### config.mk
export PLATFORM = sky130hd
export DESIGN_NAME = spi_slave
export DESIGN_NICKNAME = d
export VERILOG_FILES = /design/src/rtl/spi_slave.sv
export SDC_FILE = /design/constraint.sdc
export NUM_CORES = 1
export LEC_CHECK = 0
export BUFFER_PORTS_ARGS = -buffer_cell sky130_fd_sc_hd__buf_2
export CORE_MARGIN = 1
export CORE_UTILIZATION = 30
export CTS_BUF_LIST = sky130_fd_sc_hd__clkbuf_16
export DETAILED_ROUTE_END_ITERATION = 6
export PLACE_DENSITY = 0.51
export SYNTH_ARGS = -nofsm -noshare
export SYNTH_HDL_FRONTEND = slang
export SYNTH_SLANG_ARGS = --single-unit
### constraint.sdc
create_clock -name clk -period 1.75 [get_ports clk]
set_input_delay 0.35 -clock clk [delete_from_list [all_inputs] [get_ports clk]]
set_output_delay 0.35 -clock clk [all_outputs]
set_load 0.01 [all_outputs]
### src/rtl/spi_slave.sv
// SPI mode-0 target: oversampled sck/cs/mosi, MSB-first RX word strobe, single-entry TX holding register.
// Latency: pin change acted on 3 clk edges later; rx_valid is a 1-cycle strobe after the last sck rise.
// Backpressure: tx_ready low while the holding register is full; writes while full are ignored.
module spi_slave #(
    parameter int DATA_WIDTH = 8
) (
    input  logic                  clk,
    input  logic                  rst,
    input  logic                  sck,
    input  logic                  cs,
    input  logic                  mosi,
    output logic                  miso,
    input  logic [DATA_WIDTH-1:0] tx_data,
    input  logic                  tx_valid,
    output logic                  tx_ready,
    output logic [DATA_WIDTH-1:0] rx_data,
    output logic                  rx_valid,
    output logic                  tx_underrun,
    output logic                  busy
);
    localparam int CW = $clog2(DATA_WIDTH);

    typedef enum logic {IDLE, ACTIVE} state_t;

    state_t                state;
    logic [1:0]            sck_s, cs_s, mosi_s;
    logic                  sck_d, cs_d;
    logic [CW-1:0]         bit_cnt;
    logic                  load_pend;
    logic [DATA_WIDTH-2:0] rx_shift;
    logic [DATA_WIDTH-1:0] tx_shift;
    logic [DATA_WIDTH-1:0] hold;
    logic                  full;

    logic                  sck_rise, sck_fall, cs_rise, cs_fall;
    logic                  do_load;
    logic [DATA_WIDTH-1:0] rx_next;

    always_ff @(posedge clk or negedge rst) begin
        if (!rst) begin
            sck_s  <= 2'b00;
            cs_s   <= 2'b11;
            mosi_s <= 2'b00;
            sck_d  <= 1'b0;
            cs_d   <= 1'b1;
        end else begin
            sck_s  <= {sck_s[0], sck};
            cs_s   <= {cs_s[0], cs};
            mosi_s <= {mosi_s[0], mosi};
            sck_d  <= sck_s[1];
            cs_d   <= cs_s[1];
        end
    end

    always_comb begin
        sck_rise = sck_s[1] & ~sck_d;
        sck_fall = ~sck_s[1] & sck_d;
        cs_rise  = cs_s[1] & ~cs_d;
        cs_fall  = ~cs_s[1] & cs_d;
        rx_next  = {rx_shift, mosi_s[1]};
        // A cs rise in the same cycle as the trailing sck fall ends the frame without consuming a word.
        do_load  = ((state == IDLE) && cs_fall) ||
                   ((state == ACTIVE) && !cs_rise && sck_fall && load_pend);
    end

    always_ff @(posedge clk or negedge rst) begin
        if (!rst) begin
            state       <= IDLE;
            bit_cnt     <= '0;
            load_pend   <= 1'b0;
            rx_shift    <= '0;
            tx_shift    <= '0;
            hold        <= '0;
            full        <= 1'b0;
            rx_data     <= '0;
            rx_valid    <= 1'b0;
            tx_underrun <= 1'b0;
            busy        <= 1'b0;
        end else begin
            rx_valid    <= 1'b0;
            tx_underrun <= 1'b0;

            if (do_load) begin
                tx_shift    <= full ? hold : '0;
                tx_underrun <= ~full;
                full        <= 1'b0;
            end
            // A write can only land while empty, so it always wins over a same-cycle load.
            if (tx_valid && !full) begin
                hold <= tx_data;
                full <= 1'b1;
            end

            case (state)
                IDLE: begin
                    if (cs_fall) begin
                        state     <= ACTIVE;
                        busy      <= 1'b1;
                        bit_cnt   <= '0;
                        load_pend <= 1'b0;
                    end
                end
                ACTIVE: begin
                    if (cs_rise) begin
                        state     <= IDLE;
                        busy      <= 1'b0;
                        bit_cnt   <= '0;
                        load_pend <= 1'b0;
                        tx_shift  <= '0;
                    end else if (sck_rise) begin
                        rx_shift <= rx_next[DATA_WIDTH-2:0];
                        if (bit_cnt == CW'(DATA_WIDTH - 1)) begin
                            rx_data   <= rx_next;
                            rx_valid  <= 1'b1;
                            bit_cnt   <= '0;
                            load_pend <= 1'b1;
                        end else begin
                            bit_cnt <= bit_cnt + 1'b1;
                        end
                    end else if (sck_fall) begin
                        if (load_pend) begin
                            load_pend <= 1'b0;
                        end else begin
                            tx_shift <= {tx_shift[DATA_WIDTH-2:0], 1'b0};
                        end
                    end
                end
                default: state <= IDLE;
            endcase
        end
    end

    assign miso     = (state == ACTIVE) & tx_shift[DATA_WIDTH-1];
    assign tx_ready = ~full;

endmodule

==> run summary <==
The run finished with clean final reports. The post-synthesis area per instance is around 13 µm². The first TritonRoute pass finished after 4 iterations. For this run, the number of standard cells in the final layout without fillers is between 200 and 300. Synthesis produced a netlist with a net count of around 170. For this design the top-level I/O count stands at 27.

IR analysis of the VDD net gives a maximum drop of 763 µV. The path class of the tightest hold or removal check is in2async. The final antenna diode count came out at 0.

The sequential fraction of the synthesis area is 0.605. Summed over all nets, the half-perimeter wirelength after detailed placement is 2610 µm. The smallest clock period supported by the final layout is computed as 1.63 ns. The clock tree synthesis step divided the H-tree into 2 levels. The number of failing hold endpoints at the final stage was 0.

The unique cell type count in the Yosys netlist is 33. The largest net degree at the start of global routing came out at 31. The antenna violation net count after detailed routing came out at 0. The number of flops mapped to enable cells by yosys came out at 0. Timing would allow up to 0.615 GHz. The fraction of synthesis flops using an asynchronous set or reset pin is 1.00. The number of clock buffers added by TritonCTS is 5. The category of the most critical setup path is reg2reg. Synthesis inferred 48 register bits. Clock skew on the completed layout was measured at 0.00403 ns. The average wire length per cell after detail routing came out at 13.4 µm. The synthesis warning total came out at 0. The remaining routing DRC violations is 0.

Clock-pin slew was measured on the worst setup and hold paths at 0.06 ns. The floorplan step defined a die boundary enclosing 0.00697 mm². In this run, placement finished with an instance count of 256. In the finished design, the share of the clock period the worst path needs comes to 0.929. The sum of buffers and inverters on the critical path came out at 0. The total negative slack for setup checks came out at 0 ns.

The routed via count is around 1300. The switching power as a share of total power is 0.256. The area of the core is 0.00639 mm².

The layout filler cell count is 636. The net count of the finished layout is 202. The congestion estimate from routability-driven global placement came to 0.754.

The count of max-cap constraint violations came out at 0. From bottom edge to top edge, the die measures 83.5 µm. The total track usage is 0.113.

The area growth from synthesis to layout is 21.7%. Global routing finished with a remaining overflow of 0. The slowest stage of the critical path belongs to the cell sky130_fd_sc_hd__dfrtp_1.

The largest single stage delay on the critical path is 0.45 ns. The post-detailed-route via-to-cell ratio came out at 4.73. Among cell families on the critical path, the largest total delay comes from compound AO/OA/AOI/OAI gates. The total area of sequential cells is 0.00120 mm². Data on the critical path arrives at its endpoint at about 1.8 ns. The cell internal power dissipation came out at 2.17 mW. In this run the cell area of the synthesized design comes to 0.00199 mm².

The via count of the first global-routing pass is 1323. STA classifies the critical path startpoint as a register. By area the synthesized netlist is led by sky130_fd_sc_hd__dfrtp_1 57%, sky130_fd_sc_hd__mux2_2 8.5%, sky130_fd_sc_hd__mux2_4 6.0%, sky130_fd_sc_hd__dfstp_2 4.0%, sky130_fd_sc_hd__a221o_1 3.0%. The number of cells produced by synthesis is 149. Of the total power, registers draw 0.527. The share of total power dissipated in the clock network is 0.307. CTS saw 48 sinks. Summed over all instances, the cell type with the most area after synthesis is sky130_fd_sc_hd__dfrtp_1. The maximum fanout along the worst path came out at 8.

No sink is reached through more buffers than the 2 on the longest clock path. The number of setup buffers added after CTS came out at 0. The later-pin clock latency in the skew report is around 0.28 ns. Setup violations remaining at the end of the flow were counted as 0. Setup repair after global routing left no endpoint under its margin. For this configuration, the core starts out at a cell density of 0.312. The slew of the pin with the lowest slew margin is 0.453 ns.

Traced cell by cell, the critical path runs through and4b_1, o21bai_1, a211oi_4, a221o_1. Of the post-synthesis cell area, the dominant cell type holds 0.565. Of the total power, combinational logic draws 0.167. The overall die width is 83.5 µm. Port buffering added 26 buffers. The site row count came out at 29. The final wirelength came out at 3550 µm. The worst relative slew slack is 0.698.

The number of antenna violations at the first check in global routing came out at 0. The cell at the root of the clock tree is sky130_fd_sc_hd__clkbuf_16. The nature of the critical path endpoint is a register. The count of hold-fix buffers inserted at cts came out at 0.

The analysis attributes to cell leakage a power of 1.20 nW. In this run, the number of DRC markers left after iteration 0 of detailed routing was 80. The global-route wire length before repair is approximately 6300 µm. The top flip-flop cell by instance count after synthesis is sky130_fd_sc_hd__dfrtp_1. The multi-input gate area in the final layout came out at 772 µm². Of the cells placed in the final design, the portion with a size suffix greater than 1 is 0.380. The final-report max-slew violation count came to 0.

The total power density per cell area came out at roughly 1200 mW/mm². TritonCTS built the clock tree. The required time of the critical path came out at approximately 1.9 ns. The switching power summed over all nets came out at 748 µW.
-- logic make-up (layout without fill, tap and decap cells) --
kind of cell | Yosys count | after routing | synth area share
AOI/OAI and AO/OA | 29 | 29 | 0.106
muxes | 23 | 23 | 0.145
buffers and inverters | 7 | 45 | 0.0138
and+or+nand+nor | 40 | 40 | 0.118
DFF | 48 | 48 | 0.605
adders and majority gates | 2 | 2 | 0.0126
-- final cells by class --
class / count / share of cell area
Multi-Input combinational cell: 94 / 0.318
Clock buffer: 5 / 0.0516
Tap cell: 77 / 0.0397
Sequential cell: 48 / 0.497
Clock inverter: 3 / 0.00671
Timing Repair Buffer: 33 / 0.0805
Inverter: 4 / 0.00619
-- metal layers --
metal	share of wire	routed length, µm	track usage
met1	0.47	1680	0.157
met2	0.47	1680	0.173
met3	0.049	172	0.0336
met4	0.0028	10	0.0324
met5	0	0	0
-- flip-flops by register name, indices dropped and copies added (netlist names) --
register	cells
hold	8
rx_data	8
tx_shift	8
rx_shift	7
bit_cnt	3
cs_s	2
mosi_s	2
sck_s	2
busy	1
cs_d	1
full	1
load_pend	1
rx_valid	1
sck_d	1
state	1
tx_underrun	1
-- worst reg2reg max path: cells and delay by family, from the launching register on --
family	cells	cell delay, ns
AO/OA/AOI/OAI	3	0.79
flip-flops	1	0.45
AND/OR/NAND/NOR	1	0.28
-- cell usage after synthesis (all sizes together) (3+ instances only) --
master and number:
and2 9, nand3 3, a221o 6, nor3 3, o21ai 6, dfrtp 45
o211ai 3, a21oi 6, inv 4, mux2 23, dfstp 3, nand2b 4
nor2b 3, nor2 10, nand2 4
-- power groups by stage --
stage / registers (mW) / clock network, mW / logic (mW)
after floorplan: 1.50 / 0 / 0.352
after global placement: 1.55 / 0 / 0.464
after detailed placement: 1.56 / 0 / 0.490
after CTS: 1.54 / 0.928 / 0.490
after global routing: 1.58 / 0.977 / 0.543
final: 1.54 / 0.894 / 0.486
-- worst paths after layout --
path | startpoint | endpoint | slack, ns | cells past startpoint
worst min-delay path | rst | hold[7] | 0.01 | 1
worst max register to register | state | tx_shift[4] | 0.12 | 4
worst min register to register | mosi_s[0] | mosi_s[1] | 0.35 | 0
worst max-delay path | state | tx_shift[4] | 0.12 | 4
min in group clk | cs | cs_s[0] | 0.17 | 1
max in group asynchronous | rst | cs_d | 1.16 | 2
-- timing repair --
item | CTS | global route
setup endpoints to repair | 0 | 6
endpoints found under the hold margin | 0 | 0
resized for setup | 0 | 2
-- layout by cell type, fill, tap and decap left out, types with 5 or more instances in the layout --
master                      count
sky130_fd_sc_hd__a21oi_1        6
sky130_fd_sc_hd__buf_2         26
sky130_fd_sc_hd__mux2_2        15
sky130_fd_sc_hd__a221o_1        6
sky130_fd_sc_hd__and2_1         9
sky130_fd_sc_hd__mux2_4         8
sky130_fd_sc_hd__nor2_1        10
sky130_fd_sc_hd__buf_4          6
sky130_fd_sc_hd__inv_1          5
sky130_fd_sc_hd__dfrtp_1       45
sky130_fd_sc_hd__o21ai_0        6
sky130_fd_sc_hd__clkbuf_16      5
-- through the flow --
step	hold slack [ns]	setup slack (ns)	total power [mW]	utilization	area [µm²]
floorplan	0.0544	0.0700	1.85	-	1990
global placement	0.312	0.149	2.01	0.356	2270
detailed placement	0.327	0.110	2.05	0.356	2270
CTS	0.0256	0.0974	2.96	0.378	2410
global route	0.0469	0.0192	3.10	0.380	2420
finish	0.0149	0.123	2.92	0.380	2420
Power figures use the tool's default switching activity.
